**src/rtl/rps_pkg.sv**
```systemverilog
// Shared types and parameter limits for the rotating-priority arbiter.
package rps_pkg;

    typedef enum logic {
        IDLE  = 1'b0,
        GRANT = 1'b1
    } state_e;

    localparam int N_MIN        = 2;
    localparam int N_MAX        = 32;
    localparam int MAX_HOLD_MIN = 1;
    localparam int MAX_HOLD_MAX = 255;

endpackage

```
**src/rtl/ps_rot.sv**
```systemverilog
// Rotated priority search: first set request scanning ptr, ptr-1, ..., wrapping.
module ps_rot #(
    parameter int N = 8,
    localparam int W = $clog2(N)
) (
    input  logic [N-1:0] req_i,
    input  logic [W-1:0] ptr_i,
    output logic [W-1:0] idx_o,
    output logic         found_o
);

    // N is a power of two, so W-bit subtraction wraps around the ring for free
    logic [N-1:0][W-1:0] cand;

    for (genvar k = 0; k < N; k++) begin : g_cand
        assign cand[k] = ptr_i - W'(k);
    end

    always_comb begin
        found_o = 1'b0;
        idx_o   = '0;
        for (int k = 0; k < N; k++) begin
            if (!found_o && req_i[cand[k]]) begin
                found_o = 1'b1;
                idx_o   = cand[k];
            end
        end
    end

endmodule

```
**src/rtl/rps_n.sv**
```systemverilog
// N-way rotating-priority arbiter with optional grant locking and a hold limit.
module rps_n
    import rps_pkg::*;
#(
    parameter int N        = 8,
    parameter int LOCK     = 1,
    parameter int MAX_HOLD = 4,
    localparam int W  = $clog2(N),
    localparam int HW = $clog2(MAX_HOLD + 1)
) (
    input  logic         clock,
    input  logic         reset,
    input  logic [N-1:0] req,
    input  logic         en,
    output logic [N-1:0] gnt,
    output logic [W-1:0] gnt_idx,
    output logic         gnt_valid,
    output logic         req_up
);

    state_e        state_q, state_d;
    logic [W-1:0]  ptr_q, ptr_d;
    logic [HW-1:0] hold_q, hold_d;
    logic [N-1:0]  gnt_q, gnt_d;
    logic [W-1:0]  idx_q, idx_d;

    logic [W-1:0]  win_idx;
    logic          win_found;
    logic          keep;

    ps_rot #(.N(N)) u_ps_rot (
        .req_i   (req),
        .ptr_i   (ptr_q),
        .idx_o   (win_idx),
        .found_o (win_found)
    );

    // A locked grant survives only while its owner still asks and the hold budget remains
    assign keep = (LOCK != 0) && (state_q == GRANT) && req[idx_q]
                  && (hold_q < HW'(MAX_HOLD));

    always_comb begin
        state_d = state_q;
        ptr_d   = ptr_q;
        hold_d  = hold_q;
        gnt_d   = gnt_q;
        idx_d   = idx_q;
        if (!en) begin
            state_d = IDLE;
            hold_d  = '0;
            gnt_d   = '0;
            idx_d   = '0;
        end else if (keep) begin
            hold_d = hold_q + 1'b1;
        end else if (win_found) begin
            state_d = GRANT;
            hold_d  = HW'(1);
            gnt_d   = {{(N-1){1'b0}}, 1'b1} << win_idx;
            idx_d   = win_idx;
            ptr_d   = win_idx - 1'b1;
        end else begin
            state_d = IDLE;
            hold_d  = '0;
            gnt_d   = '0;
            idx_d   = '0;
        end
    end

    always_ff @(posedge clock) begin
        if (reset) begin
            state_q <= IDLE;
            ptr_q   <= W'(N - 1);
            hold_q  <= '0;
            gnt_q   <= '0;
            idx_q   <= '0;
        end else begin
            state_q <= state_d;
            ptr_q   <= ptr_d;
            hold_q  <= hold_d;
            gnt_q   <= gnt_d;
            idx_q   <= idx_d;
        end
    end

    assign gnt       = gnt_q;
    assign gnt_idx   = idx_q;
    assign gnt_valid = |gnt_q;
    assign req_up    = |req;

endmodule

```
**config.mk**
```make
export PLATFORM = sky130hd
export DESIGN_NAME = rps_n
export DESIGN_NICKNAME = d
export VERILOG_FILES = /design/src/rtl/rps_pkg.sv /design/src/rtl/ps_rot.sv /design/src/rtl/rps_n.sv
export SDC_FILE = /design/constraint.sdc
export NUM_CORES = 1
export LEC_CHECK = 0
export BUFFER_PORTS_ARGS = -buffer_cell sky130_fd_sc_hd__buf_2
export CORE_MARGIN = 8
export CORE_UTILIZATION = 40
export DETAILED_ROUTE_END_ITERATION = 10
export GPL_ROUTABILITY_DRIVEN = 0
export REMOVE_ABC_BUFFERS = 1
export SETUP_SLACK_MARGIN = 0.2
export SYNTH_ARGS = -nofsm -noshare
export SYNTH_HDL_FRONTEND = slang
export SYNTH_SLANG_ARGS = --single-unit
```
**constraint.sdc**
```tcl
create_clock -name clock -period 4 [get_ports clock]
set_input_delay 0 -clock clock [delete_from_list [all_inputs] [get_ports clock]]
set_output_delay 0 -clock clock [all_outputs]
set_load 0.1 [all_outputs]
```
# Yosys cells after proc, flatten, opt, wreduce, memory -nomap -nowiden

Cells that the tools add are included.
Widths: inputs -> output; s select.

Bits of input ports: 11
Output and inout port bits: 13
Logic and storage cells: 86
Register bits after elaboration: 18

Multiplexer cells: 39
Reduce and logical (&&, ||, !) cells: 20
Bitwise gates (word level): 2
Shift-type cells: 1
Magnitude comparators: 10
$add $sub $neg: 9

Operators with widths:

| cell                | count |
|---|---|
| $lt 3x4->1 const B  | 9 |
| $mux 3              | 10 |
| $bmux 1 s3          | 9 |
| $mux 1              | 19 |
| $reduce_or 8->1     | 2 |
| $sub 3x3->3 const B | 4 |
| $logic_and 1x1->1   | 9 |
| $mux 8              | 1 |
| $shl 1x3->8 const A | 1 |
| $logic_not 1->1     | 7 |
| $sub 3x1->3 const B | 2 |
| $sub 3x2->3 const B | 2 |
| $add 3x1->3 const B | 1 |
| $lt 3x3->1 const B  | 1 |
| $reduce_and 3->1    | 1 |
| $not 1->1           | 2 |
| $reduce_or 2->1     | 1 |

# Longest topological paths before layout

Gate-level depths: netlist of the first run.

Depth in word-level cells: 26
Depth in mapped cells: 15
Mapped depth without buffers: 12

# By module

From an unflattened synthesis of the first run, not the netlist that was laid out.

Cell total of the unflattened synthesis: 231
Area, all modules: 2158.3 µm²

By module, submodules not included:

| module | cells an instance | instances | area each (µm²) | seq. area each (µm²) |
|---|---|---|---|---|
| rps_n  | 118               | 1         | 1108.6          | 360.3 |
| ps_rot | 113               | 1         | 1049.8          | 0.0 |

# Worst setup path after synthesis of the first run

No wires, ideal clock.

Path type: register to register
From: reg ptr_q[1]
To: reg ptr_q[1]
Library setup time: 0.120 ns
Buffers on the path: 2
Cell stages (with the launch flop): 13
Data required time: 3.880 ns
Period minus slack after synthesis: 3.302 ns
Setup slack: 0.698 ns
Arrival: 3.182 ns
Path through: dfxtp_1 clkbuf_1 inv_1 ha_1 buf_2 mux4_2 mux2i_1 nor3b_4 mux2i_1 mux2_4 ha_1 nor2_1 a211o_1

Longest elaborated chain between the ends: 25
Elaborated cells on any way between the ends: 55
Classes of those cells: 8 x add/sub; 32 x mux; 15 x reduce/logical

RTL lines:

| item                                                 | RTL line    | source |
|---|---|---|
| start: declaration                                   | rps_n.sv:22 | `logic [W-1:0] ptr_q, ptr_d;` |
| start signal: assignment                             | rps_n.sv:72 | `ptr_q <= W'(N - 1);` |
| start signal: assignment                             | rps_n.sv:78 | `ptr_q <= ptr_d;` |
| branches (longest 25 deep; another with $sub 3x1->3) | -           |  |

Parallel ways; which one is timed is not known. The select of a mux whose other input is x is not followed.
A chain may end at the register's enable or synchronous reset.

# Worst setup path in the final report of the first run

Same ends and word-level chain as after synthesis.

==> results of run 1 <==
==> metal layers <==
layer | wire, um | GRT usage [%]
met3 | 273 | 4.662
met1 | 1620 | 14.99
met2 | 1769 | 19.29
met5 | 0 | 0
met4 | 23 | 2.075
==> path summary, 6_finish.rpt <==
check / end / cells past startpoint
worst min register to register: hold_q[0]$_SDFF_PP0_ / 1
worst max-delay path: ptr_q[1]$_SDFFE_PP1P_ / 11
worst min-delay path: ptr_q[0]$_SDFFE_PP1P_ / 3
worst max register to register: ptr_q[1]$_SDFFE_PP1P_ / 11
==> flip-flops by register name (all words and copies together), names as in the netlist <==
name     flops
gnt          8
gnt_idx      3
hold_q       3
ptr_q        3
state_q      1
==> cells in the final DEF, fill, tap and decap left out, types with 3 or more instances in the layout <==
master / netlist / routed
a22o_1: 8 / 8
dfxtp_1: 18 / 18
and2_1: 4 / 4
ha_1: 5 / 5
buf_2: 1 / 23
a21oi_1: 8 / 8
clkbuf_8: 0 / 4
nor2_1: 12 / 12
mux2_2: 6 / 6
nand2_1: 14 / 14
o21ai_0: 6 / 6
mux2i_1: 7 / 7
nor4_1: 4 / 4
inv_1: 8 / 8
and3_1: 3 / 3
mux4_2: 12 / 12
nor2b_1: 3 / 3
==> logic make-up (layout without fill, tap and decap cells) <==
group                    Yosys count  in the layout  share of synthesized area (%)
flip-flops                        18             18                          24.02
adder cells (fa/ha/maj)            5              5                          4.170
AND/OR/NAND/NOR                   51             51                          18.18
multiplexers                      26             26                          28.19
XOR/XNOR                           2              2                          1.168
AO/OA/AOI/OAI                     40             40                          19.43
buffers and inverters             15             39                          4.837
==> synth_stat cells, types with 2 or more instances <==
library cell / n
dfxtp_1: 18
nand2_1: 14
mux4_2: 12
nor2_1: 12
a21oi_1: 8
a22o_1: 8
inv_1: 8
mux2i_1: 7
mux2_2: 6
o21ai_0: 6
ha_1: 5
and2_1: 4
nor4_1: 4
and3_1: 3
clkbuf_1: 3
nor2b_1: 3
a211o_1: 2
a21boi_0: 2
a21o_1: 2
buf_6: 2
nand2b_1: 2
o211ai_1: 2
==> worst reg2reg max path, stage by stage (launching register included) <==
cell,delay [ns]
dfxtp_1,0.33
inv_1,0.07
ha_1,0.48
mux4_2,0.60
mux2i_1,0.24
nor3b_4,0.33
nand2_1,0.11
a21oi_2,0.28
inv_1,0.07
ha_1,0.28
nor2_1,0.04
a211o_1,0.26
==> per-stage QoR <==
stage	hold WS (ns)	instances
2_1_floorplan	0.09436	151
3_3_place_gp	0.2424	224
3_5_place_dp	0.2503	224
4_1_cts	0.1288	229
5_1_grt	0.1329	229
6_report	0.1435	229
==> repair_timing <==
action	in CTS	in global routing
setup buffers	0	0
endpoints found under the hold margin	1	0
hold buffers	1	0
==> cell type report <==
cell class,instances,share of cell area [%]
clock buffer,4,3.207
inverter,9,1.968
multi-input combinational,124,62.17
sequential,18,20.99
tap,48,3.499
timing repair buffer,26,8.163
==> impl_results.md, run 1 <==
* Yosys warns at 0
* Port Buffer Count at 23
* Final hold vios at 0
* Status: complete, no violations
* Reg-to-reg setup timing slack at roughly 0.8 ns
* CP max FO at 9
* Worst hold path class: input port to flop
* Gr ovfl total at 0
* Vias at approximately 1.3k
* Post-route DRC at 0
* RSZ-0062 raised after global routing: no
* Max stage delay cell, worst path: mux4_2
* TritonCTS clock tree: done
* Clock Skew at around 0.0039 ns
* # H-tree levels at 1
* Area contributors post-synth: dfxtp_1 24%, mux4_2 18%, a22o_1 4.7%
* CP required at 4.15 ns
* CP startpoint kind: flop
* Chip Height at 77.24 um
* Async set-reset flop share out of synthesis at 0%
* Synth unique cells at 46
* Setup WS pre-CTS at roughly 0.85 ns
* Vias in the first global route at about 1.3k
* Util after Layout at between 40 and 50%
* Worst path max stage delay at approximately 0.6 ns
* CTS Sinks at 18
* Num CTS Buffers at 3
* CP endpoint kind: flop
* Wirelength per Cell at 16.10 um
* Critical Path Source: ptr_q[1]$_SDFFE_PP1P_
* Routed wire length at 3687 um
* Setup_tns at 0 ns
* Initial DRC Count at approximately 70
* Clk Latency, worst-skew pair at 0.26 ns
* Area Overhead vs Synth at 14.43%
* Die Wd at between 70 and 80 um
* Mapped Area at ~1500 sq um
* Yosys top cell by area: dfxtp_1
* Average cell area after synthesis at 9.555 sq um
* Core area at between 3000 and 4000 sq um
* CP Buf/Inv Count at 2
* Row count at 22
* # IOs at 24
* Ys flop type: dfxtp_1
* GRT Overall Usage at about an eighth
* MaxCap Viol Count at 0
* Min Clock Period, post-route at roughly 3.2 ns
* Post-CTS Resized at 0
* Filler cell count in the final layout at 346
* First-pass DRT Iterations at 4
* Final setup margin at 0.8031 ns
* Worst Path Arrival at 3.35 ns
* Tcrit/Tclk final at 79.92%
* Root Buffer: clkbuf_8
* Clock Path Buffers at 2
* R2R Path Start: ptr_q[1]$_SDFFE_PP1P_
* Syn Inst Count at approximately 160
* Final setup fails at 0
* Multi-input gate area at ~1100 sq um
* Clock transition at path regs at about 0.07 ns
* Post-synth EDFFs at 0
* Post-route cell area at ~1700 sq um
* First-pass GRT wire length at 6106 um
* Tightest Pin Transition at around 0.52 ns
* Storage element area at approximately 360 sq um
* FF+latch count, synth at 18
* Crit path kind: flop to flop
* Fmax at about 310 MHz
* Ant. Diodes at 0
* Share of post-route cells with drive strength above 1 at around 30%
* Hold Crit Start: en
* Slew Limit Fails at 0
* Cell Area, Placed at 1652 sq um
* Fin nets at 198
* DP HPWL at ~2800 um
* Largest net degree at the start of global routing at 17
* Initial core utilization at between 40% and 50%
* Post-synthesis sequential area ratio at approximately a quarter
* Die area at between 5000 and 6000 sq um
* Area share of the largest cell type after synthesis at between 20% and 30%
* Vias per inst at 5.825
* Antenna Nets Post-Route at 0
* Initial antenna violation count at 0
* CP top delay family: multiplexers
* Cell Chain, Critical Path: inv_1 > ha_1 > mux4_2 > mux2i_1 > nor3b_4 > nand2_1 > a21oi_2 > inv_1 > ha_1 > nor2_1 > a211o_1
* Max_slew headroom at between 60% and 70%
Power of run 1 is left out: the tool's default activity adds up to more than one toggle a clock period on the data nets, which glitch-free logic cannot reach.
==> run 2, diff against run 1 <==
clock period = 3.2 ns   (was 4 ns; I/O delays follow)
==> run 2 against run 1 <==
Against the previous run: core utilization increased by 2.7 points; critical path depth fell by 1; global-route usage grew 0.11 points; maximum frequency is 11% higher; via count up 2.1%; clock skew decreased by 0.0017 ns; hold slack worse by 0.024 ns; sequential cell count is the same; register-to-register slack worse by 0.49 ns; design area rose by 5.6%; final cell count grew 1.7%; critical path type unchanged.
==> impl_results.md, run 2 (synthesis gave the netlist of run 1 again) <==
* Hold Crit Start: en
* Num CTS Buffers at 3 (unchanged)
* Row count at 22 (unchanged)
* Wirelength per Cell at 16.51 um (+2.5%)
* M1 wire length at 1702 um (+5.1%)
* Initial antenna violation count at 0 (unchanged)
* Ant. Diodes at 0 (unchanged)
* Crit path kind: flop to flop
* TritonCTS clock tree: done
* GRT Overall Usage at 12.15% (+0.11 points)
* Clock transition at path regs at 0.07 ns (about the same)
* Fin nets at 202 (+2.0%)
* Top sig layer: met4
* Die Wd at 77.24 um (unchanged)
* Reg-to-reg setup timing slack at 0.31 ns (-0.49 ns)
* Largest net degree at the start of global routing at 17 (unchanged)
* Clock Skew at 0.002206 ns (-0.001738 ns)
* Clk Latency, worst-skew pair at 0.25 ns (about the same)
* Met2 wire len at 1928 um (+9.0%)
* Share of post-route cells with drive strength above 1 at 36.22% (+6.4 points)
* Tcrit/Tclk final at 90.17% (+10 points)
* Gr ovfl total at 0 (unchanged)
* Core area at 3633 sq um (unchanged)
* R2r endpoint: ptr_q[1]$_SDFFE_PP1P_
* Final hold vios at 0 (unchanged)
* Status: complete, no violations
* Antenna Nets Post-Route at 0 (unchanged)
* CP startpoint kind: flop
* Clock Path Buffers at 2 (unchanged)
* CP required at 3.35 ns (-0.80 ns)
* Vias in the first global route at 1,267 (-0.94%)
* Tightest Pin Transition at 0.6035 ns (+0.08184 ns)
* Post-route cell area at 1813 sq um (+5.6%)
* Chip Height at 77.24 um (unchanged)
* First-pass GRT wire length at 6051 um (-0.90%)
* Largest register FFs at 8 (unchanged)
* Vias at 1,362 (+2.1%)
* Slew Limit Fails at 0 (unchanged)
* # H-tree levels at 1 (unchanged)
* Cell total after placement at 227 (+1.3%)
* Hold endpoint: ptr_q[0]$_SDFFE_PP1P_
* CTS Sinks at 18 (unchanged)
* WHS Path Cells at 3 (unchanged)
* Die area at 5966 sq um (unchanged)
* Worst Path Arrival at 3.03 ns (-0.32 ns)
* CP max FO at 16 (+7)
* First-pass DRT Iterations at 4 (unchanged)
* Cell Area, Placed at 1674 sq um (+1.4%)
* Setup_tns at 0 ns (unchanged)
* # IOs at 24 (unchanged)
* Final setup fails at 0 (unchanged)
* Initial DRC Count at 110 (+62%)
* Root Buffer: clkbuf_8
* Vias per inst at 5.845 (+0.35%)
* Routed wire length at 3847 um (+4.3%)
* MaxCap Viol Count at 0 (unchanged)
* Fmax at 346.6 MHz (+11%)
* Layout Cells excl Fill at 233 (+1.7%)
* RSZ-0062 raised after global routing: no
* Initial core utilization at 41.29% (unchanged)
* Most frequent cells in the layout: 23 x buf_2, 17 x dfxtp_1, 14 x nand2_1, 12 x mux4_2, 12 x nor2_1
* Filler cell count in the final layout at 346 (unchanged)
* Port Buffer Count at 23 (unchanged)
* Metal3 WL at 155 um (-43%)
* R2R Path Start: ptr_q[0]$_SDFFE_PP1P_
* Max_slew headroom at 59.71% (-4.5 points)
* Post-route DRC at 0 (unchanged)
* Area Overhead vs Synth at 20.85%
* Worst hold path class: input port to flop
* DP HPWL at 2821 um (+1.5%)
* Storage element area at 361.6 sq um (+0.35%)
* Commonest non-fill, non-tap cell in the layout: buf_2
* CP endpoint kind: flop
* Multi-input gate area at 1120 sq um (+4.9%)
* R2R depth at 10 (-1)
* Min Clock Period, post-route at 2.886 ns (-0.3113 ns)
==> run 2: changes by cell type in the layout (fill, tap and decap cells not counted), sizes merged <==
cell	delta
buf	+4
==> run 2: worst max-delay path by stage <==
stage,cells after the start,startpoint,end,slack (ns)
2_1_floorplan,10,ptr_q[0]$_SDFFE_PP1P_,ptr_q[1]$_SDFFE_PP1P_,-0.30
3_3_place_gp,10,ptr_q[0]$_SDFFE_PP1P_,ptr_q[1]$_SDFFE_PP1P_,0.21
3_5_place_dp,10,ptr_q[1]$_SDFFE_PP1P_,ptr_q[1]$_SDFFE_PP1P_,0.18
4_1_cts,10,ptr_q[1]$_SDFFE_PP1P_,ptr_q[1]$_SDFFE_PP1P_,0.20
5_1_grt,10,ptr_q[0]$_SDFFE_PP1P_,ptr_q[1]$_SDFFE_PP1P_,0.18
6_report,10,ptr_q[0]$_SDFFE_PP1P_,ptr_q[1]$_SDFFE_PP1P_,0.31
==> run 2: repair_timing <==
item | 4_1_cts | 5_1_grt
endpoints found under the setup margin | 1 | 9
pin swaps | 0 | 1
resized for setup | 1 | 13
setup buffers | 0 | 1
hold endpoints to repair | 1 | 0
hold buffers | 1 | 0
==> run 2: cell type report <==
cell class,instances,area share [%]
Inverter,9,1.863
Sequential cell,18,19.94
Clock buffer,4,3.037
Multi-Input combinational cell,124,61.77
Timing Repair Buffer,30,10.08
Tap cell,48,3.313
==> run 2: metrics by stage <==
stage / hold WS (ns) / setup WS [ns] / utilization (%)
2_1_floorplan: 0.09436 / -0.3038 / -
3_3_place_gp: 0.2457 / 0.2062 / 46.07
3_5_place_dp: 0.2377 / 0.1766 / 46.07
4_1_cts: 0.1162 / 0.2002 / 47.93
5_1_grt: 0.1438 / 0.1825 / 49.90
6_report: 0.1197 / 0.3145 / 49.90
==> run 2: worst max-delay path, cell delays in order, from the launching register on <==
cell	delay (ns)
dfxtp_2	0.36
buf_12	0.16
mux4_2	0.52
mux2_2	0.32
and2_1	0.16
or2_0	0.23
a21o_1	0.16
mux2_4	0.30
ha_4	0.26
nor2_1	0.03
a211o_1	0.26
==> run 2: metal layers <==
metal / GRT usage [%] / up-vias
met5: 0 / -
met4: 4.340 / 0
met3: 2.914 / 7
met2: 19.46 / 38
met1: 15.38 / 664
li1: - / 653
Power of run 2 is left out for the same reason.
